--- src/rtl/host_cmd_decoder_pkg.sv ---
// Shared definitions for the host command decoder: word indices, default tags,
// FSM state encoding and the expected-header packing helper.
package host_cmd_decoder_pkg;

    localparam int HDR_W0 = 0;
    localparam int HDR_W1 = 1;
    localparam int HDR_W2 = 2;
    localparam int HDR_W3 = 3;
    localparam int TAG_W4 = 4;
    localparam int ARG_W5 = 5;

    localparam logic [47:0] TRIG_TAG = 48'h6e69_6769_7274;
    localparam logic [47:0] SLOW_TAG = 48'h656d_776f_6c73;
    localparam logic [47:0] RATE_TAG = 48'h6e69_6574_6172;

    typedef enum logic [2:0] {
        ST_HDR,
        ST_TAG,
        ST_ARG,
        ST_WAITLAST,
        ST_DISCARD
    } state_t;

    typedef logic [4:0][31:0] hdr_words_t;

    function automatic hdr_words_t pack_hdr_words(
        input logic [47:0] dst,
        input logic [47:0] src,
        input logic [15:0] eth,
        input logic [47:0] tag
    );
        hdr_words_t w;
        w[HDR_W0] = dst[31:0];
        w[HDR_W1] = {src[15:0], dst[47:32]};
        w[HDR_W2] = src[47:16];
        w[HDR_W3] = {tag[15:0], eth};
        w[TAG_W4] = tag[47:16];
        return w;
    endfunction

endpackage

--- src/rtl/host_cmd_tagmatch.sv ---
// Combinational priority matcher of a 48-bit tag against the command table;
// the lowest matching index wins.
module host_cmd_tagmatch #(
    parameter int                     NUM_CMDS = 3,
    parameter logic [NUM_CMDS*48-1:0] CMD_TAGS = '0,
    parameter int                     ID_W     = 2
) (
    input  logic [47:0]     tag,
    output logic            hit,
    output logic [ID_W-1:0] id
);

    logic [NUM_CMDS-1:0] eq;

    genvar gi;
    generate
        for (gi = 0; gi < NUM_CMDS; gi++) begin : g_cmp
            assign eq[gi] = (tag == CMD_TAGS[48*gi +: 48]);
        end
    endgenerate

    // Walk downwards so the lowest matching entry is the one left standing.
    always_comb begin
        hit = 1'b0;
        id  = '0;
        for (int i = NUM_CMDS - 1; i >= 0; i--) begin
            if (eq[i]) begin
                hit = 1'b1;
                id  = ID_W'(i);
            end
        end
    end

endmodule

--- src/rtl/host_cmd_decoder.sv ---
// Parses host-to-FPGA control frames from the MAC RX stream and emits one decoded
// command per good frame. Define HOSTCMD_STATS_EN to build the frame/drop counters.
module host_cmd_decoder
    import host_cmd_decoder_pkg::*;
#(
    parameter int                     NUM_CMDS  = 3,
    parameter logic [NUM_CMDS*48-1:0] CMD_TAGS  = {RATE_TAG, SLOW_TAG, TRIG_TAG},
    parameter int                     CNT_WIDTH = 16,
    localparam int                    ID_W      = (NUM_CMDS > 1) ? $clog2(NUM_CMDS) : 1
) (
    input  logic                 clk,
    input  logic                 reset,
    input  logic [31:0]          RvviAxiRdata,
    input  logic [3:0]           RvviAxiRstrb,
    input  logic                 RvviAxiRlast,
    input  logic                 RvviAxiRvalid,
    input  logic [47:0]          ExpDstMac,
    input  logic [47:0]          ExpSrcMac,
    input  logic [15:0]          EthType,
    output logic                 CmdValid,
    output logic [ID_W-1:0]      CmdId,
    output logic [31:0]          CmdArg,
    output logic [CNT_WIDTH-1:0] FrameCount,
    output logic [CNT_WIDTH-1:0] DropCount
);

    state_t            state_q, state_d;
    logic [1:0]        idx_q, idx_d;
    logic [15:0]       tag_lo_q, tag_lo_d;
    logic [ID_W-1:0]   id_hold_q, id_hold_d;
    logic [31:0]       arg_hold_q, arg_hold_d;
    logic              cmd_valid_q, cmd_valid_d;
    logic [ID_W-1:0]   cmd_id_q, cmd_id_d;
    logic [31:0]       cmd_arg_q, cmd_arg_d;
    logic              commit, drop;

    logic [15:0]       tag_lo_sel;
    hdr_words_t        exp_words;
    logic [47:0]       cur_tag;
    logic              hdr_match, strb_ok, tag_hit;
    logic [ID_W-1:0]   tag_id;

    // In HDR the W3 tag half is taken from the beat itself so a full-word compare
    // checks only EthType; in TAG the stored half completes the tag.
    assign tag_lo_sel = (state_q == ST_TAG) ? tag_lo_q : RvviAxiRdata[31:16];
    assign exp_words  = pack_hdr_words(ExpDstMac, ExpSrcMac, EthType, {RvviAxiRdata, tag_lo_sel});
    assign cur_tag    = {exp_words[TAG_W4], exp_words[HDR_W3][31:16]};
    assign strb_ok    = (RvviAxiRstrb == 4'hF);

    always_comb begin
        case (idx_q)
            2'd0:    hdr_match = (RvviAxiRdata == exp_words[HDR_W0]);
            2'd1:    hdr_match = (RvviAxiRdata == exp_words[HDR_W1]);
            2'd2:    hdr_match = (RvviAxiRdata == exp_words[HDR_W2]);
            default: hdr_match = (RvviAxiRdata == exp_words[HDR_W3]);
        endcase
    end

    host_cmd_tagmatch #(
        .NUM_CMDS (NUM_CMDS),
        .CMD_TAGS (CMD_TAGS),
        .ID_W     (ID_W)
    ) u_tagmatch (
        .tag (cur_tag),
        .hit (tag_hit),
        .id  (tag_id)
    );

    always_comb begin
        state_d    = state_q;
        idx_d      = idx_q;
        tag_lo_d   = tag_lo_q;
        id_hold_d  = id_hold_q;
        arg_hold_d = arg_hold_q;
        commit     = 1'b0;
        drop       = 1'b0;
        if (RvviAxiRvalid) begin
            case (state_q)
                ST_HDR: begin
                    if (!strb_ok || !hdr_match || RvviAxiRlast) begin
                        idx_d = 2'd0;
                        if (RvviAxiRlast) drop    = 1'b1;
                        else              state_d = ST_DISCARD;
                    end else if (idx_q == 2'd3) begin
                        idx_d    = 2'd0;
                        tag_lo_d = RvviAxiRdata[31:16];
                        state_d  = ST_TAG;
                    end else begin
                        idx_d = idx_q + 2'd1;
                    end
                end
                ST_TAG: begin
                    if (RvviAxiRlast) begin
                        drop    = 1'b1;
                        state_d = ST_HDR;
                    end else if (!strb_ok || !tag_hit) begin
                        state_d = ST_DISCARD;
                    end else begin
                        id_hold_d = tag_id;
                        state_d   = ST_ARG;
                    end
                end
                ST_ARG: begin
                    if (!strb_ok) begin
                        if (RvviAxiRlast) begin
                            drop    = 1'b1;
                            state_d = ST_HDR;
                        end else begin
                            state_d = ST_DISCARD;
                        end
                    end else begin
                        arg_hold_d = RvviAxiRdata;
                        if (RvviAxiRlast) begin
                            commit  = 1'b1;
                            state_d = ST_HDR;
                        end else begin
                            state_d = ST_WAITLAST;
                        end
                    end
                end
                ST_WAITLAST: begin
                    if (RvviAxiRlast) begin
                        commit  = 1'b1;
                        state_d = ST_HDR;
                    end
                end
                ST_DISCARD: begin
                    if (RvviAxiRlast) begin
                        drop    = 1'b1;
                        state_d = ST_HDR;
                    end
                end
                default: begin
                    state_d = ST_HDR;
                    idx_d   = 2'd0;
                end
            endcase
        end
        cmd_valid_d = commit;
        cmd_id_d    = commit ? id_hold_d  : cmd_id_q;
        cmd_arg_d   = commit ? arg_hold_d : cmd_arg_q;
    end

    always_ff @(posedge clk or posedge reset) begin
        if (reset) begin
            state_q     <= ST_HDR;
            idx_q       <= 2'd0;
            tag_lo_q    <= '0;
            id_hold_q   <= '0;
            arg_hold_q  <= '0;
            cmd_valid_q <= 1'b0;
            cmd_id_q    <= '0;
            cmd_arg_q   <= '0;
        end else begin
            state_q     <= state_d;
            idx_q       <= idx_d;
            tag_lo_q    <= tag_lo_d;
            id_hold_q   <= id_hold_d;
            arg_hold_q  <= arg_hold_d;
            cmd_valid_q <= cmd_valid_d;
            cmd_id_q    <= cmd_id_d;
            cmd_arg_q   <= cmd_arg_d;
        end
    end

    assign CmdValid = cmd_valid_q;
    assign CmdId    = cmd_id_q;
    assign CmdArg   = cmd_arg_q;

`ifdef HOSTCMD_STATS_EN
    logic [CNT_WIDTH-1:0] frame_cnt_q, frame_cnt_d;
    logic [CNT_WIDTH-1:0] drop_cnt_q, drop_cnt_d;

    // Saturating counters: stick at all-ones rather than wrap.
    always_comb begin
        frame_cnt_d = frame_cnt_q;
        drop_cnt_d  = drop_cnt_q;
        if (commit && (frame_cnt_q != '1)) frame_cnt_d = frame_cnt_q + 1'b1;
        if (drop && (drop_cnt_q != '1))    drop_cnt_d  = drop_cnt_q + 1'b1;
    end

    always_ff @(posedge clk or posedge reset) begin
        if (reset) begin
            frame_cnt_q <= '0;
            drop_cnt_q  <= '0;
        end else begin
            frame_cnt_q <= frame_cnt_d;
            drop_cnt_q  <= drop_cnt_d;
        end
    end

    assign FrameCount = frame_cnt_q;
    assign DropCount  = drop_cnt_q;
`else
    assign FrameCount = '0;
    assign DropCount  = '0;
`endif

endmodule
--- config.mk ---
export PLATFORM = sky130hd
export DESIGN_NAME = host_cmd_decoder
export DESIGN_NICKNAME = d
export VERILOG_FILES = /design/src/rtl/host_cmd_decoder_pkg.sv /design/src/rtl/host_cmd_tagmatch.sv /design/src/rtl/host_cmd_decoder.sv
export SDC_FILE = /design/constraint.sdc
export NUM_CORES = 1
export LEC_CHECK = 0
export BUFFER_PORTS_ARGS = -buffer_cell sky130_fd_sc_hd__buf_2
export CORE_MARGIN = 3
export CORE_UTILIZATION = 49
export CTS_CLUSTER_SIZE = 25
export DETAILED_ROUTE_END_ITERATION = 12
export PLACE_DENSITY = 0.81
export SLEW_MARGIN = 10
export SYNTH_ARGS = -nofsm -noshare
export SYNTH_HDL_FRONTEND = slang
export SYNTH_SLANG_ARGS = --single-unit
--- constraint.sdc ---
create_clock -name clk -period 4.4 [get_ports clk]
set_clock_uncertainty 0.15 [all_clocks]
set_input_delay 0.66 -clock clk [delete_from_list [all_inputs] [get_ports clk]]
set_output_delay 0.66 -clock clk [all_outputs]
set_load 0.005 [all_outputs]
## Word-level counts from Yosys, hierarchy flattened

Cells that the tools add are included.

- Word-level logic and storage cells: 74
- Output and inout port bits: 67
- Register bits: 90
- Input bits: 152

- Reduce and logical (&&, ||, !) cells: 13
- Bitwise logic cells: 2
- Muxes and demuxes: 32
- Add/subtract/negate cells: 1
- Equality and inequality tests: 18

Operator list:

| kind | count |
|---|---|
| equality test 48 x 47 -> 1 bit (second input constant) | 3 |
| equality test 32 bit | 4 |
| 2-to-1 mux 32 bit | 3 |
| 2-to-1 mux 3 bit | 8 |
| 2-to-1 mux 2 bit | 10 |
| 2-to-1 mux 16 bit | 1 |
| one-hot mux 3 bit (4 select lines) | 1 |
| AND reduction 4 bit | 2 |
| equality test 3 x 2 -> 1 bit (second input constant) | 2 |
| 2-to-1 mux 1 bit | 6 |
| inequality test 3 bit (second input constant) | 2 |
| equality test 2 bit (second input constant) | 2 |
| equality test 4 bit (second input constant) | 1 |
| one-hot mux 2 bit (2 select lines) | 1 |
| OR reduction 4 bit | 1 |
| equality test 3 x 1 -> 1 bit (second input constant) | 1 |
| equality test 3 bit (second input constant) | 1 |
| logical NOT 1 bit | 3 |
| logical NOT 3 bit | 1 |
| logical OR 1 bit | 3 |
| one-hot mux 1 bit (3 select lines) | 1 |
| adder 2 x 1 -> 2 bit (second input constant) | 1 |
| equality test 2 x 1 -> 1 bit (second input constant) | 1 |
| logical NOT 2 bit | 1 |
| other kinds (5) | 6 |

## Longest topological paths before layout

Gate-level depths: netlist of run 1.

- Depth after elaboration: 12
- Gate-level depth with buffers: 13
- Mapped depth without buffers: 10

## By module

From an unflattened synthesis of run 1, not the netlist that was laid out.

- Cells, all modules: 533
- Area total of the unflattened synthesis: 5624.1 um^2

Modules (own cells, without submodules):

| module | seq. area each (um^2) | area each (um^2) | cells each | instances |
|---|---|---|---|---|
| host_cmd_decoder | 2252.2 | 5395.2 | 503 | 1 |
| host_cmd_tagmatch | 0.0 | 229.0 | 30 | 1 |

## Worst setup path after synthesis of run 1

No wires, ideal clock.

- Path kind: register to register
- From: reg idx_q[0]
- To: reg tag_lo_q[10]
- Setup time: 0.125 ns
- Cell stages (with the launch flop): 13
- Buffers on the path: 2
- Path slack: 0.853 ns
- Data arrival time: 3.272 ns
- Clock period less this slack: 3.547 ns
- Required time: 4.125 ns
- Path through: dfrtp_1 inv_1 ha_1 buf_6 a222oi_1 a21oi_1 xor2_1 or4_4 nor4_2 nand4_2 nor4_4 buf_6 mux2_4

- Word-level cells in the longest chain between the ends: 7
- Elaborated cells between the ends (all ways): 10
- Classes of those cells: 3 x eq/ne; 1 x mux; 1 x bitwise; 5 x reduce/logical

Ends and longest elaborated chain:

| item | RTL line | RTL |
|---|---|---|
| from (decl) | host_cmd_decoder.sv:28 | `logic [1:0] idx_q, idx_d;` |
| from (signal assigned) | host_cmd_decoder.sv:156 | `idx_q <= idx_d;` |
| equality test 2 bit, or another cell as far along | host_cmd_decoder.sv:51 | `case (idx_q)` |
| one-hot mux 1 bit (3 select lines) | host_cmd_decoder.sv:51 |  |
| logical NOT 1 bit | host_cmd_decoder.sv:80 | `if (!strb_ok \|\| !hdr_match \|\| RvviAxiRlast) begin` |
| logical OR 1 bit (2 in series) | host_cmd_decoder.sv:80 |  |
| NOT 1 bit (no source line) | n/a |  |
| AND reduction 4 bit (no source line) * | n/a |  |
| to (signal assigned) | host_cmd_decoder.sv:157 | `tag_lo_q <= tag_lo_d;` |
| to (decl) | host_cmd_decoder.sv:29 | `logic [15:0] tag_lo_q, tag_lo_d;` |

Every way passes the cells marked *; elsewhere a longest branch is shown, timed or not.
A chain may end at the register's enable or synchronous reset.

## Worst setup path after layout of run 1

- From: reg idx_q[0]
- To: reg tag_lo_q[11]

The elaborated chain is that of the path after synthesis.

==> results of run 1 <==
[state kept, by name (all words and copies together), names as in the netlist]
| register | count |
|---|---|
| state_q | 3 |
| CmdId | 2 |
| tag_lo_q | 16 |
| arg_hold_q | 32 |
| id_hold_q | 2 |
| CmdValid | 1 |
| idx_q | 2 |
| CmdArg | 32 |
[stage by stage]
step	hold slack [ps]	cells	setup WS, ps	util [%]
final	305.0	821	278.8	61.55
after global placement	318.2	807	521.4	60.04
after detailed placement	328.3	807	370.3	60.04
after CTS	328.0	821	339.9	61.55
after floorplan	299.3	538	853.4	-
after global routing	355.4	821	88.00	61.55
[critical path: cells and delay by family, from the launching register on]
kind | cells | cell delay, ps
and+or+nand+nor | 4 | 1200
muxes | 1 | 380
buffers and inverters | 2 | 420
adders and majority gates | 1 | 440
DFF | 1 | 420
AOI/OAI and AO/OA | 3 | 980
[layout make-up]
| cell class | instances | share of cell area (%) |
|---|---|---|
| tap | 136 | 2.619 |
| sequential | 90 | 34.67 |
| timing repair buffer | 197 | 15.60 |
| multi-input combinational | 368 | 43.72 |
| inverter | 16 | 0.9438 |
| clock buffer | 11 | 2.176 |
| clock inverter | 3 | 0.2696 |
[how the worst max path moves through the flow]
stage,startpoint,endpoint,slack [ps],depth (start not counted)
floorplan,idx_q[0],tag_lo_q[10],850,12
global placement,idx_q[0],tag_lo_q[12],520,11
detailed placement,idx_q[0],tag_lo_q[11],370,11
CTS,idx_q[0],tag_lo_q[11],340,11
global route,idx_q[0],tag_lo_q[11],90,11
finish,idx_q[0],tag_lo_q[11],280,11
[per-layer routing]
layer	routed length (microns)	part of all wire, %	global-route usage (%)	vias up
met5	0	0	0	-
met4	455	2.8	9.165	0
met3	1407	8.5	6.496	33
met2	7625	46	41.09	261
met1	7030	43	35.51	2404
li1	-	-	-	2193
[power breakdown]
| group | total (W) | switching (W) | internal [W] |
|---|---|---|---|
| combinational | 0.000244 | 0.000139 | 0.000105 |
| sequential | 0.000844 | 0.0000136 | 0.000830 |
| clock | 0.000485 | 0.000272 | 0.000213 |
| total | 0.00157 | 0.000425 | 0.00115 |
[cells by family after synthesis]
family	after synthesis	share of synthesized area, %
and+or+nand+nor	117	12.98
buffers and inverters	80	8.322
other	1	0.06909
xor gates and xnor gates	32	5.164
DFF	90	41.49
adders and majority gates	4	0.9221
AOI/OAI and AO/OA	108	14.82
muxes	75	16.23
[placed cells by master, fill, tap and decap left out, drive strengths merged, types with 15 or more instances in the layout]
master / synthesis / final
mux2: 74 / 74
o21ai: 17 / 17
buf: 46 / 197
nand2: 31 / 31
inv: 16 / 15
nor2b: 16 / 16
conb: 1 / 32
dfrtp: 90 / 90
xnor2: 27 / 27
a21oi: 23 / 23
a222oi: 29 / 29
==> flow_summary.ini, run 1 <==
[power_and_ir_drop]
ir_worst_vdd_v = 0.0002575
power_w = 0.001573
p_per_area_nw_per_um2 = 242.1
p_leak_nw = 3.346

[floorplanning]
row_count = 37
pin_count = 219
die_y_microns = 111.2
die_x_microns = 111.2
coreArea_sq_um = 10560
die-area_sq_um = 12380
initial_utilization_pct = 51.42

[worst_setup_path]
slowest_stage = a222oi_1
r2r_cells = 11
cp.required_ps = 4500
end_kind = register
r2r_start = idx_q[0]
critPathArrivalTime_ps = 4220
critical_path.max_stage_delay_ps = 620
crit_path_max_fanout = 16
start_kind = register
criticalPathCategory = register to register
r2r_slack_ps = 280
rr_endpoint = tag_lo_q[11]
path_cells = inv_1 > ha_1 > a222oi_1 > o32a_1 > o2111ai_1 > or4_1 > nor4_2 > nand4_2 > nor4_4 > buf_4 > mux2_2

[timing]
layout_min_cycle_time_ps = 4121
finalCritPeriodShare_pct = 93.66
relSlewSlack_pct = 40.03
rsz0062_at_grt = false
timing.fmax_ghz = 0.2426
fin_tns_setup_ps = 0
hold_viol = 0
tightest_slew_ps = 897.0
setup_viol = 0
drv_slew = 0

[route]
drc_errors = 0
avgRoutedWirePerCell_microns = 20.12
num_vias = 4891
firstDrtPassIters = 7
drt-initial-drc-count = 607
ant_nets = 0
via_per_inst = 5.957
wl_microns = 16520

[final_layout]
multi_input_area_sq_um = 2840
area_growth_syn_to_layout_pct = 19.69
finalNetCount = 838
layout-drive-gt1-share_pct = 42.63
final_area_sq_um = 6496
filler_cell_count = 899
antenna_cells = 0
register_area_sq_um = 2252

[run_status]
status = finished clean

[yosys]
netlist.area_leader.share_pct = 41.49
syn-instance-count = 507
synth_area_leader_cell = dfrtp_1
synth_area_leaders = dfrtp_1, mux2_2, a222oi_1
async_reset_ff_share_pct = 100.0
synth_common_cells = dfrtp_1, mux2_2, buf_4
ys.flop_type = dfrtp_1
avgSynthCellArea_sq_um = 10.71
synth_edf_count = 0
synth.most_common_cell = dfrtp_1
synth_cell_type_count = 64
ys_seq_area_share_pct = 41.49
synth_warnings = 0
ys_ff_latch = 90
syn_area_sq_um = 5428

[clock_tree]
path_clk_slew_ps = 80
cts.sinks = 90
cts_buffer_depth = 2
cts_resized = 0
cts_setup_buffers = 0
cts_buffers = 9
insertion_delay_ps = 360
htree_levels = 3
cts-root-buf = clkbuf_8
holdBufCountCts = 0
cts_tree = yes

[global_route]
antenna_found_initial = 0
grt_pass1_wl_microns = 25940
grt-ovfl-total = 0
grt_max_degree = 53
grt_pass1_vias = 4922
grt.total_usage_pct = 26.22

[placed_design]
hpwl_microns = 13070
placed_cell_area_sq_um = 6337
port_buffers = 186
routabilityCongestion = 0.9054

[job]
maxCapViolations = 0

[hold_path]
holdCritPathClass = primary input to asynchronous set/reset pin
(Power assumes the default switching activity.)
==> inputs of run 2 (changes only) <==
--- a/config.mk
+++ b/config.mk
@@ -5,12 +5,13 @@
 export SDC_FILE = /design/constraint.sdc
 export NUM_CORES = 1
 export LEC_CHECK = 0
+export ABC_AREA = 1
 export BUFFER_PORTS_ARGS = -buffer_cell sky130_fd_sc_hd__buf_2
 export CORE_MARGIN = 3
-export CORE_UTILIZATION = 49
+export CORE_UTILIZATION = 51
 export CTS_CLUSTER_SIZE = 25
 export DETAILED_ROUTE_END_ITERATION = 12
-export PLACE_DENSITY = 0.81
+export PLACE_DENSITY = 0.82
 export SLEW_MARGIN = 10
 export SYNTH_ARGS = -nofsm -noshare
 export SYNTH_HDL_FRONTEND = slang
==> run 2 against run 1 <==
Largest power group unchanged. Cell area increased by 11%. Cell count up 45%. Setup slack better by 290 ps. Area after synthesis rose by 11%. Core utilization is 1.2 points higher. Critical path type unchanged. Clock-buffer cell count is 1 lower.
==> flow_summary.ini, run 2 <==
[run_status]
status = finished clean

[timing]
tightest_slew_ps = 1066
relSlewSlack_pct = 28.91
finalCritPeriodShare_pct = 87.11
rsz0062_at_grt = false
hold_viol = 0
drv_slew = 0
timing.fmax_ghz = 0.2609
layout_min_cycle_time_ps = 3833
fin_tns_setup_ps = 0
setup_viol = 0

[route]
wl_microns = 18370
ant_nets = 0
avgRoutedWirePerCell_microns = 15.48
num_vias = 6272
firstDrtPassIters = 6
via_per_inst = 5.284
drt-initial-drc-count = 554
drc_errors = 0

[global_route]
grt_max_degree = 53
grt_pass1_vias = 5781
grt.total_usage_pct = 27.59
antenna_found_initial = 0
grt_pass1_wl_microns = 28370
grt-ovfl-total = 0

[yosys]
avgSynthCellArea_sq_um = 6.930
async_reset_ff_share_pct = 100.0
synth_common_cells = nand2_1, nand3_1, dfrtp_1
synth_warnings = 0
ys_ff_latch = 90
netlist.area_leader.share_pct = 37.40
syn-instance-count = 869
synth.most_common_cell = nand2_1
synth_edf_count = 0
ys.flop_type = dfrtp_1
ys_seq_area_share_pct = 37.40
synth_area_leader_cell = dfrtp_1
synth_area_leaders = dfrtp_1, nand2_1, nand3_1
syn_area_sq_um = 6022
synth_cell_type_count = 30

[clock_tree]
htree_levels = 3
cts_buffer_depth = 2
cts_tree = yes
cts-root-buf = clkbuf_16
cts_resized = 0
holdBufCountCts = 0
insertion_delay_ps = 340
cts_setup_buffers = 0
cts.sinks = 90
path_clk_slew_ps = 70
cts_buffers = 9

[power_and_ir_drop]
ir_worst_vdd_v = 0.0002551
p_leak_nw = 4.093
p_per_area_nw_per_um2 = 259.1
power_w = 0.001865

[hold_path]
holdCritPathClass = primary input to asynchronous set/reset pin

[worst_setup_path]
start_kind = register
critPathArrivalTime_ps = 3890
end_kind = register
cp.required_ps = 4450
crit_path_max_fanout = 32
criticalPathCategory = register to register

[floorplanning]
initial_utilization_pct = 52.52
die-area_sq_um = 13150
die_y_microns = 114.7
row_count = 39
die_x_microns = 114.7
coreArea_sq_um = 11470
pin_count = 219

[final_layout]
area_growth_syn_to_layout_pct = 19.57
layout-drive-gt1-share_pct = 25.67
finalNetCount = 1195
layout_common_cells = nand2_1, buf_2, nand3_1
antenna_cells = 0
layout_commonest_cell = nand2_1

[placed_design]
routabilityCongestion = 0.9478
hpwl_microns = 13920
port_buffers = 186

[job]
maxCapViolations = 0
## run 2: area by class of cell
type,instances,area [sq um]
well taps,143,178.9
flip-flops and latches,90,2252
clock buffers,10,239.0
fillers,1086,4267
clock inverters,6,50.05
inverters,67,252.7
multi-input cells,677,3237
repair buffers,194,991.0
## run 2: routing by layer
layer  vias up  track usage, %  part of all wire, %
met5         -               0                    0
met4         0           10.37                  2.6
met3        40           4.651                  9.0
met2       312           44.24                   46
met1      2830           37.47                   42
li1       3090               -                    -
## run 2: cell families after synthesis
family | Yosys count | share of synthesized area, %
AND/OR/NAND/NOR | 518 | 36.84
buffers and inverters | 133 | 11.01
flip-flops | 90 | 37.40
AO/OA/AOI/OAI | 89 | 7.542
multiplexers | 33 | 6.171
adder cells (fa/ha/maj) | 4 | 0.8311
other | 1 | 0.06227
XOR/XNOR | 1 | 0.1455
## run 2: worst max-delay path, stage by stage (launching register included)
cell     delay, ps
dfrtp_1        410
inv_1          110
ha_1           870
buf_4          310
nand2_1         60
nand3_1        160
nand2_1         80
nand2_1         50
nand2_1         50
nor2_1         140
nand2_1         90
nor2_1         240
nand3_1        170
nor2_2         160
nand2_2        370
nand2_1        190
o21ai_1         80
## run 2: final timing paths
path                                    from            to  slack [ps]  depth (start not counted)
worst max-delay path                idx_q[0]   tag_lo_q[8]         570                         16
worst max register to register      idx_q[0]   tag_lo_q[8]         570                         16
min in group clk                id_hold_q[0]  id_hold_q[0]         340                          2
worst min register to register  id_hold_q[0]  id_hold_q[0]         340                          2
max in group asynchronous              reset    state_q[2]        2790                          3
worst min-delay path                   reset    CmdArg[16]         230                          2
## run 2: metrics by stage
step	setup WS [ps]	area (sq um)	hold WS (ps)	std cells	utilization [%]
final	567.3	7201	228.3	1187	62.79
after global routing	205.0	7201	277.8	1187	62.79
after CTS	656.3	7201	254.0	1187	62.79
after detailed placement	721.2	6912	323.0	1171	60.27
after global placement	856.8	6912	318.6	1171	60.27
after floorplan	1255	6138	303.1	900	-
## run 2: power by group
group	switching [W]	leakage (nW)	internal, W
Sequential	0.00000913	1.25	0.000832
Combinational	0.000179	2.71	0.0000995
Clock	0.000341	0.141	0.000405
Total	0.000529	4.09	0.00134
